$ cat src/rtl/cpu_bus_ack_pkg.sv
// Shared constants for the CPU bus: chip-select indices and
// the DTACK generator state encoding.
package system_consts;

  localparam int CS_ROM       = 0;
  localparam int CS_WORK      = 1;
  localparam int CS_SCREEN    = 2;
  localparam int CS_OBJ       = 3;
  localparam int CS_COLOR     = 4;
  localparam int CS_IO0       = 5;
  localparam int CS_IO1       = 6;
  localparam int CS_SOUND     = 7;
  localparam int CS_PRIORITY  = 8;
  localparam int CS_EXTENSION = 9;
  localparam int CS_SS        = 10;
  localparam int CS_COUNT     = 11;

  typedef enum logic [2:0] {
    IDLE,
    WAIT_CNT,
    WAIT_MEM,
    DRAIN,
    ACK
  } bus_ack_state_t;

  function automatic logic [3:0] ws_max(
    input logic [3:0] a,
    input logic [3:0] b
  );
    return (a > b) ? a : b;
  endfunction

endpackage

$ cat src/rtl/cpu_bus_ack_ws_select.sv
// Region classifier: active-low select vector to
// memory-path flag plus worst-case wait-state count.
module bus_ws_select
  import system_consts::*;
#(
  parameter int WS_IO       = 1,
  parameter int WS_VIDEO    = 2,
  parameter int WS_UNMAPPED = 4
) (
  input  logic [CS_COUNT-1:0] i_cs_n,
  output logic                o_is_mem,
  output logic [3:0]          o_ws
);

  localparam logic [3:0] LP_IO  = 4'(WS_IO);
  localparam logic [3:0] LP_VID = 4'(WS_VIDEO);
  localparam logic [3:0] LP_UNM = 4'(WS_UNMAPPED);

  logic [CS_COUNT-1:0] w_sel;
  logic                w_io;
  logic                w_vid;

  assign w_sel = ~i_cs_n;

  assign w_io = w_sel[CS_IO0] | w_sel[CS_IO1]
              | w_sel[CS_SOUND] | w_sel[CS_EXTENSION]
              | w_sel[CS_PRIORITY] | w_sel[CS_SS];

  assign w_vid = w_sel[CS_SCREEN] | w_sel[CS_OBJ]
               | w_sel[CS_COLOR];

  always_comb begin
    o_is_mem = w_sel[CS_ROM] | w_sel[CS_WORK];
    o_ws     = '0;
    if (w_io)
      o_ws = ws_max(o_ws, LP_IO);
    if (w_vid)
      o_ws = ws_max(o_ws, LP_VID);
    if (~|w_sel)
      o_ws = LP_UNM;
    // SDRAM regions complete on acknowledge, not on a count
    if (o_is_mem)
      o_ws = '0;
  end

endmodule

$ cat src/rtl/cpu_bus_ack.sv
// 68000 DTACK generator: per-region wait states or SDRAM
// request/acknowledge, with a timeout guard on memory waits.
module cpu_bus_ack
  import system_consts::*;
#(
  parameter int WS_IO       = 1,
  parameter int WS_VIDEO    = 2,
  parameter int WS_UNMAPPED = 4,
  parameter int MEM_TIMEOUT = 1023
) (
  input  logic                clk,
  input  logic                reset_n,
  input  logic                ce,
  input  logic                cpu_as_n,
  input  logic [1:0]          cpu_ds_n,
  input  logic                cpu_rw,
  input  logic [CS_COUNT-1:0] cs_n,
  output logic                mem_req,
  output logic                mem_we,
  output logic [1:0]          mem_be,
  input  logic                mem_ack,
  output logic                cpu_dtack_n,
  output logic                mem_timeout
);

  localparam logic [9:0] LP_TMO_LAST =
    10'(MEM_TIMEOUT - 1);

  bus_ack_state_t r_state, w_state;

  logic [CS_COUNT-1:0] r_cs, w_cs;
  logic [3:0]          r_wcnt, w_wcnt;
  logic [9:0]          r_tcnt, w_tcnt;
  logic                r_req, w_req;
  logic                r_we, w_we;
  logic [1:0]          r_be, w_be;
  logic                r_dtack_n, w_dtack_n;
  logic                r_tmo, w_tmo;

  logic [CS_COUNT-1:0] w_cs_cls;
  logic                w_is_mem;
  logic [3:0]          w_ws;
  logic                w_start;
  logic                w_tmo_hit;

  // classify live selects on the start edge, latched after
  assign w_cs_cls = (r_state == IDLE) ? cs_n : r_cs;

  bus_ws_select #(
    .WS_IO       (WS_IO),
    .WS_VIDEO    (WS_VIDEO),
    .WS_UNMAPPED (WS_UNMAPPED)
  ) u_ws_select (
    .i_cs_n   (w_cs_cls),
    .o_is_mem (w_is_mem),
    .o_ws     (w_ws)
  );

  assign w_start   = ~cpu_as_n & ~&cpu_ds_n;
  assign w_tmo_hit = (r_tcnt == LP_TMO_LAST);

  always_ff @(posedge clk or negedge reset_n) begin
    if (!reset_n) begin
      r_state   <= IDLE;
      r_cs      <= '1;
      r_wcnt    <= '0;
      r_tcnt    <= '0;
      r_req     <= 1'b0;
      r_we      <= 1'b0;
      r_be      <= 2'b00;
      r_dtack_n <= 1'b1;
      r_tmo     <= 1'b0;
    end else begin
      r_state   <= w_state;
      r_cs      <= w_cs;
      r_wcnt    <= w_wcnt;
      r_tcnt    <= w_tcnt;
      r_req     <= w_req;
      r_we      <= w_we;
      r_be      <= w_be;
      r_dtack_n <= w_dtack_n;
      r_tmo     <= w_tmo;
    end
  end

  always_comb begin
    w_state   = r_state;
    w_cs      = r_cs;
    w_wcnt    = r_wcnt;
    w_tcnt    = r_tcnt;
    w_req     = r_req;
    w_we      = r_we;
    w_be      = r_be;
    w_dtack_n = r_dtack_n;
    w_tmo     = r_tmo;

    unique case (r_state)
      IDLE: begin
        if (w_start) begin
          w_cs = cs_n;
          if (w_is_mem) begin
            w_state = WAIT_MEM;
            w_req   = 1'b1;
            w_we    = ~cpu_rw;
            w_be    = ~cpu_ds_n;
            w_tcnt  = '0;
          end else if (w_ws == 4'd0) begin
            w_state = ACK;
          end else begin
            w_state = WAIT_CNT;
            w_wcnt  = w_ws;
          end
        end
      end

      WAIT_CNT: begin
        if (cpu_as_n) begin
          w_state = IDLE;
        end else if (ce) begin
          if (r_wcnt <= 4'd1)
            w_state = ACK;
          else
            w_wcnt = r_wcnt - 4'd1;
        end
      end

      WAIT_MEM: begin
        w_tcnt = r_tcnt + 10'd1;
        if (mem_ack || w_tmo_hit) begin
          w_req   = 1'b0;
          w_we    = 1'b0;
          w_be    = 2'b00;
          w_tmo   = r_tmo | ~mem_ack;
          w_state = cpu_as_n ? IDLE : ACK;
        end else if (cpu_as_n) begin
          w_state = DRAIN;
        end
      end

      // request already issued; hold it until it retires
      DRAIN: begin
        w_tcnt = r_tcnt + 10'd1;
        if (mem_ack || w_tmo_hit) begin
          w_req   = 1'b0;
          w_we    = 1'b0;
          w_be    = 2'b00;
          w_tmo   = r_tmo | ~mem_ack;
          w_state = IDLE;
        end
      end

      ACK: begin
        if (cpu_as_n) begin
          w_dtack_n = 1'b1;
          w_state   = IDLE;
        end else begin
          w_dtack_n = 1'b0;
        end
      end

      default: begin
        w_state = IDLE;
      end
    endcase
  end

  assign mem_req     = r_req;
  assign mem_we      = r_we;
  assign mem_be      = r_be;
  assign cpu_dtack_n = r_dtack_n;
  assign mem_timeout = r_tmo;

endmodule

$ cat config.mk
export PLATFORM = sky130hd
export DESIGN_NAME = cpu_bus_ack
export DESIGN_NICKNAME = d
export VERILOG_FILES = /design/src/rtl/cpu_bus_ack_pkg.sv /design/src/rtl/cpu_bus_ack_ws_select.sv /design/src/rtl/cpu_bus_ack.sv
export SDC_FILE = /design/constraint.sdc
export NUM_CORES = 1
export LEC_CHECK = 0
export BUFFER_PORTS_ARGS = -buffer_cell sky130_fd_sc_hd__buf_2
export CORE_MARGIN = 1
export CORE_UTILIZATION = 59
export CTS_CLUSTER_SIZE = 24
export DETAILED_ROUTE_END_ITERATION = 6
export PLACE_DENSITY = 0.83
export SLEW_MARGIN = 20
export SYNTH_ARGS = -nofsm -noshare
export SYNTH_HDL_FRONTEND = slang
export SYNTH_SLANG_ARGS = --single-unit
export TNS_END_PERCENT = 30
$ cat constraint.sdc
create_clock -name clk -period 5.1 [get_ports clk]
set_input_delay 0 -clock clk [delete_from_list [all_inputs] [get_ports clk]]
set_output_delay 0 -clock clk [all_outputs]
set_load 0.02 [all_outputs]
==> run summary <==
The post-synthesis async set-or-reset flop share came out at 1.000. The die covers 2812 um2. Of the available clock period, the critical path in the final layout requires 0.3998. The standard cell core area came out at 2477 um2. The clock net in this run drives a total of 28 sinks. The number of nets in the synthesized netlist came out at 178. The area fraction of the dominant cell type after synthesis is 0.3583.

The maximum level of the CTS H-tree is 1. For this run, the number of Yosys warnings is 0. The global placer's final weighted congestion came out at 0.9109. The floorplan step set the die height to 53.03 um. In this run, CTS created clock tree buffers numbering 3.

In the routed design, unresolved DRC markers number 0. The initial utilization of the core area, before any placement, comes to 0.6202. The total via count in the routed design came out at 1388. The number of enable-type register cells in the synthesized netlist came out at 0. The tree is rooted in a sky130_fd_sc_hd__clkbuf_4. Clock-pin slew was measured on the worst setup and hold paths at 0.16 ns. Setup repair after global routing left no endpoint under its margin. The final number of max-transition violations came out at 0.

Detailed placement finished with a half-perimeter wire length of 2533 um. The required time of the critical path is 5.35 ns. The post-route clock skew is 0.006411 ns. The global-route wire length before repair came out at 6009 um. The number of global-route vias before repair came out at 1283. The path class of the tightest hold or removal check is in -> reg. The final routed wirelength across all metal layers is 3704 um. The worst relative slew slack is 0.5520. At the worst endpoint, the arrival time is 2.29 ns.

The initial antenna violation count came out at 0. At the later pin of the worst-skew pair, clock insertion delay measures 0.34 ns. The number of synthesized register bits came out at 28.

The areal power density over the cells is 461.0 nW/um2. The die span in x is 53.03 um. The type of element capturing the critical path is a register. The number of antenna diodes in the final layout is 0. The synthesis-to-finish area growth came out at 18.57%. The flow ran to the end, and the final reports show no timing, DRC or antenna violations.

Dividing the detail-routed via count by the number of cells gives 6.367. The mean instance size in the synthesized netlist came out at 9.913 um2. The CTS tree is built.

The share of power burned in combinational logic is 0.362. The commonest register cell after synthesis is sky130_fd_sc_hd__dfrtp_1. The total overflow left after global routing is 0. The initialized floorplan defines 18 standard-cell rows. The category of the critical setup timing path is reg -> reg.

The pin slew with the least headroom to its limit is 0.6616 ns. STA classifies the critical path startpoint as a register. The top-level I/O count is 25. The fraction of final layout cells sized beyond drive strength 1 came out at 0.2340.

The number of violations of the max-capacitance limit is 0. The uppermost layer routed is met4. The power share of the clock group is 0.180. The wire length on met1 is 1609 um.

The combined global-route utilization of all metal layers came out at 0.3007. The detailed-routed wire length on met2 is 1719 um. The internal power summed over all cells is 0.0005169 W.

The number of distinct library cell variants in the gate-level netlist after synthesis is 44. In this run the cell area of the synthesized design comes to 1536 um2. The number of antenna-violating nets in the routed design came out at 0. The portion of total power attributed to sequential cells is 0.458. In the post-synthesis netlist, the biggest area contributors are sky130_fd_sc_hd__dfrtp_1 36%, sky130_fd_sc_hd__dfstp_2 10%, sky130_fd_sc_hd__mux2_2 5.1%. The largest net degree at the start of global routing is 29. The number of DRC markers in iteration 0 is 46.

The library cell with the highest instance count after synthesis is sky130_fd_sc_hd__dfrtp_1. The net total in the final layout came out at 212. For this run, the detailed router's first-pass iteration total came to 4. The gate count after technology mapping is 155. The share of the core filled with cells is 0.7354. The clock passes through at most 2 buffers. Across the VDD grid, the largest voltage drop is 398.3 uV.

The layout has 195 filler cells. After synthesis, the most frequently instantiated cells are 22 x sky130_fd_sc_hd__dfrtp_1, 15 x sky130_fd_sc_hd__nand2_1, 10 x sky130_fd_sc_hd__inv_1. The wire length on met3 came out at 212 um. For this run, the register share of the synthesized area comes to 0.4609. The achievable frequency is 490.5 MHz. Of the total power, the share spent switching nets is 0.3846. The number of hold violations in the final report is 0. The count of instances resized after the clock tree is built came out at 0. Of all cell types, the one taking the most synthesized area is sky130_fd_sc_hd__dfrtp_1.

For this design the total switching power over the nets is 0.0003230 W. The critical-path maximum fanout came out at 5. The analysis attributes to cell leakage a power of 0.7881 nW.

For the finished layout, the period the worst path requires is 2.039 ns. Setup violations remaining at the end of the flow were counted as 0. After detailed routing, the average wire length per cell comes to 16.99 um. Port buffering added 24 buffers. Summed over all failing endpoints, the final setup total negative slack is 0 ns.
final timing paths:
| kind | from | end | slack, ns | depth (start not counted) |
|---|---|---|---|---|
| min in group asynchronous | reset_n | r_tcnt[1] | 0.18 | 2 |
| worst max-delay path | r_wcnt[0] | r_wcnt[1] | 3.06 | 6 |
| worst min register to register | mem_timeout | mem_timeout | 0.49 | 1 |
| worst max register to register | r_wcnt[0] | r_wcnt[1] | 3.06 | 6 |
| max in group asynchronous | reset_n | r_state[2] | 4.52 | 2 |
| worst min-delay path | mem_ack | mem_timeout | 0.004 | 3 |
power groups by stage:
stage | combinational, W | clock, W | sequential, W
2_1_floorplan | 0.000211 | 0 | 0.000379
3_3_place_gp | 0.000276 | 0 | 0.000378
3_5_place_dp | 0.000290 | 0 | 0.000385
4_1_cts | 0.000301 | 0.000148 | 0.000383
5_1_grt | 0.000338 | 0.000157 | 0.000395
6_report | 0.000304 | 0.000151 | 0.000385
stage by stage:
stage                     cell area [um2]  power (W)  instances  setup WS, ns  hold WS [ns]
after global routing                 1822  0.0008892        218         2.948       0.03389
after detailed placement             1669  0.0006757        204         3.152       0.04205
after floorplan                      1536  0.0005900        155         3.446       -0.2956
final                                1822  0.0008399        218         3.061      0.003736
after CTS                            1822  0.0008323        218         3.108      0.008164
after global placement               1669  0.0006543        204         3.307       0.03470
cell families after synthesis:
family,synth area share
compound gates,0.2158
fa+ha+maj,0.03257
buf+inv,0.04072
mux,0.06434
simple gates,0.1857
flops,0.4609
repair_timing:
| action | CTS | global route |
|---|---|---|
| endpoints found under the hold margin | 31 | 0 |
| hold buffers | 10 | 0 |
| setup buffers | 0 | 0 |
| endpoints found under the setup margin | 0 | 0 |
state kept, by name, indices dropped and copies added (netlist names):
register	cells
mem_req	1
r_state	3
r_cs	5
r_tcnt	10
r_wcnt	4
mem_be	2
cpu_dtack_n	1
mem_we	1
mem_timeout	1
critical path, cell delays in order (launching register included):
cell and delay (ns):
sky130_fd_sc_hd__dfrtp_1 0.46, sky130_fd_sc_hd__inv_1 0.11, sky130_fd_sc_hd__ha_1 0.20, sky130_fd_sc_hd__nor2_1 0.07
sky130_fd_sc_hd__o311ai_1 0.56, sky130_fd_sc_hd__nand2_1 0.23, sky130_fd_sc_hd__mux2_2 0.31
per-layer routing:
layer	vias to the layer above	track usage
li1	644	-
met1	648	0.4044
met2	75	0.4599
met3	21	0.05460
met4	0	0.1535
met5	-	0
area by class of cell:
class                   count  area (um2)  area share
flip-flops and latches     28       708.2      0.3887
clock inverters             1       30.03     0.01648
clock buffers               3       22.52     0.01236
inverters                  10       37.54     0.02060
multi-input cells         112       765.7      0.4203
repair buffers             34       220.2      0.1209
well taps                  30       37.54     0.02060
placed cells by master (no fill, tap or decap), types with 2 or more instances in the layout:
cell type                       instances
sky130_fd_sc_hd__o2bb2ai_1              5
sky130_fd_sc_hd__clkbuf_4               3
sky130_fd_sc_hd__a21boi_0               2
sky130_fd_sc_hd__ha_1                   4
sky130_fd_sc_hd__a21oi_1                7
sky130_fd_sc_hd__nor2b_1                2
sky130_fd_sc_hd__mux2i_1                2
sky130_fd_sc_hd__nand4_1                3
sky130_fd_sc_hd__dfstp_2                6
sky130_fd_sc_hd__o211ai_1               5
sky130_fd_sc_hd__buf_2                 24
sky130_fd_sc_hd__dfrtp_1               22
sky130_fd_sc_hd__dlygate4sd3_1         10
sky130_fd_sc_hd__nand2b_1               4
sky130_fd_sc_hd__nand2_1               15
sky130_fd_sc_hd__inv_1                 10
sky130_fd_sc_hd__mux2_2                 7
sky130_fd_sc_hd__a31oi_1                2
sky130_fd_sc_hd__nand3b_1               2
sky130_fd_sc_hd__or3_1                  5
sky130_fd_sc_hd__or4_1                  2
sky130_fd_sc_hd__nor3_1                 2
sky130_fd_sc_hd__o21ai_0                6
sky130_fd_sc_hd__nand3_1                8
sky130_fd_sc_hd__nor2_1                 8
sky130_fd_sc_hd__o41ai_1                3
Power figures use the tool's default switching activity.
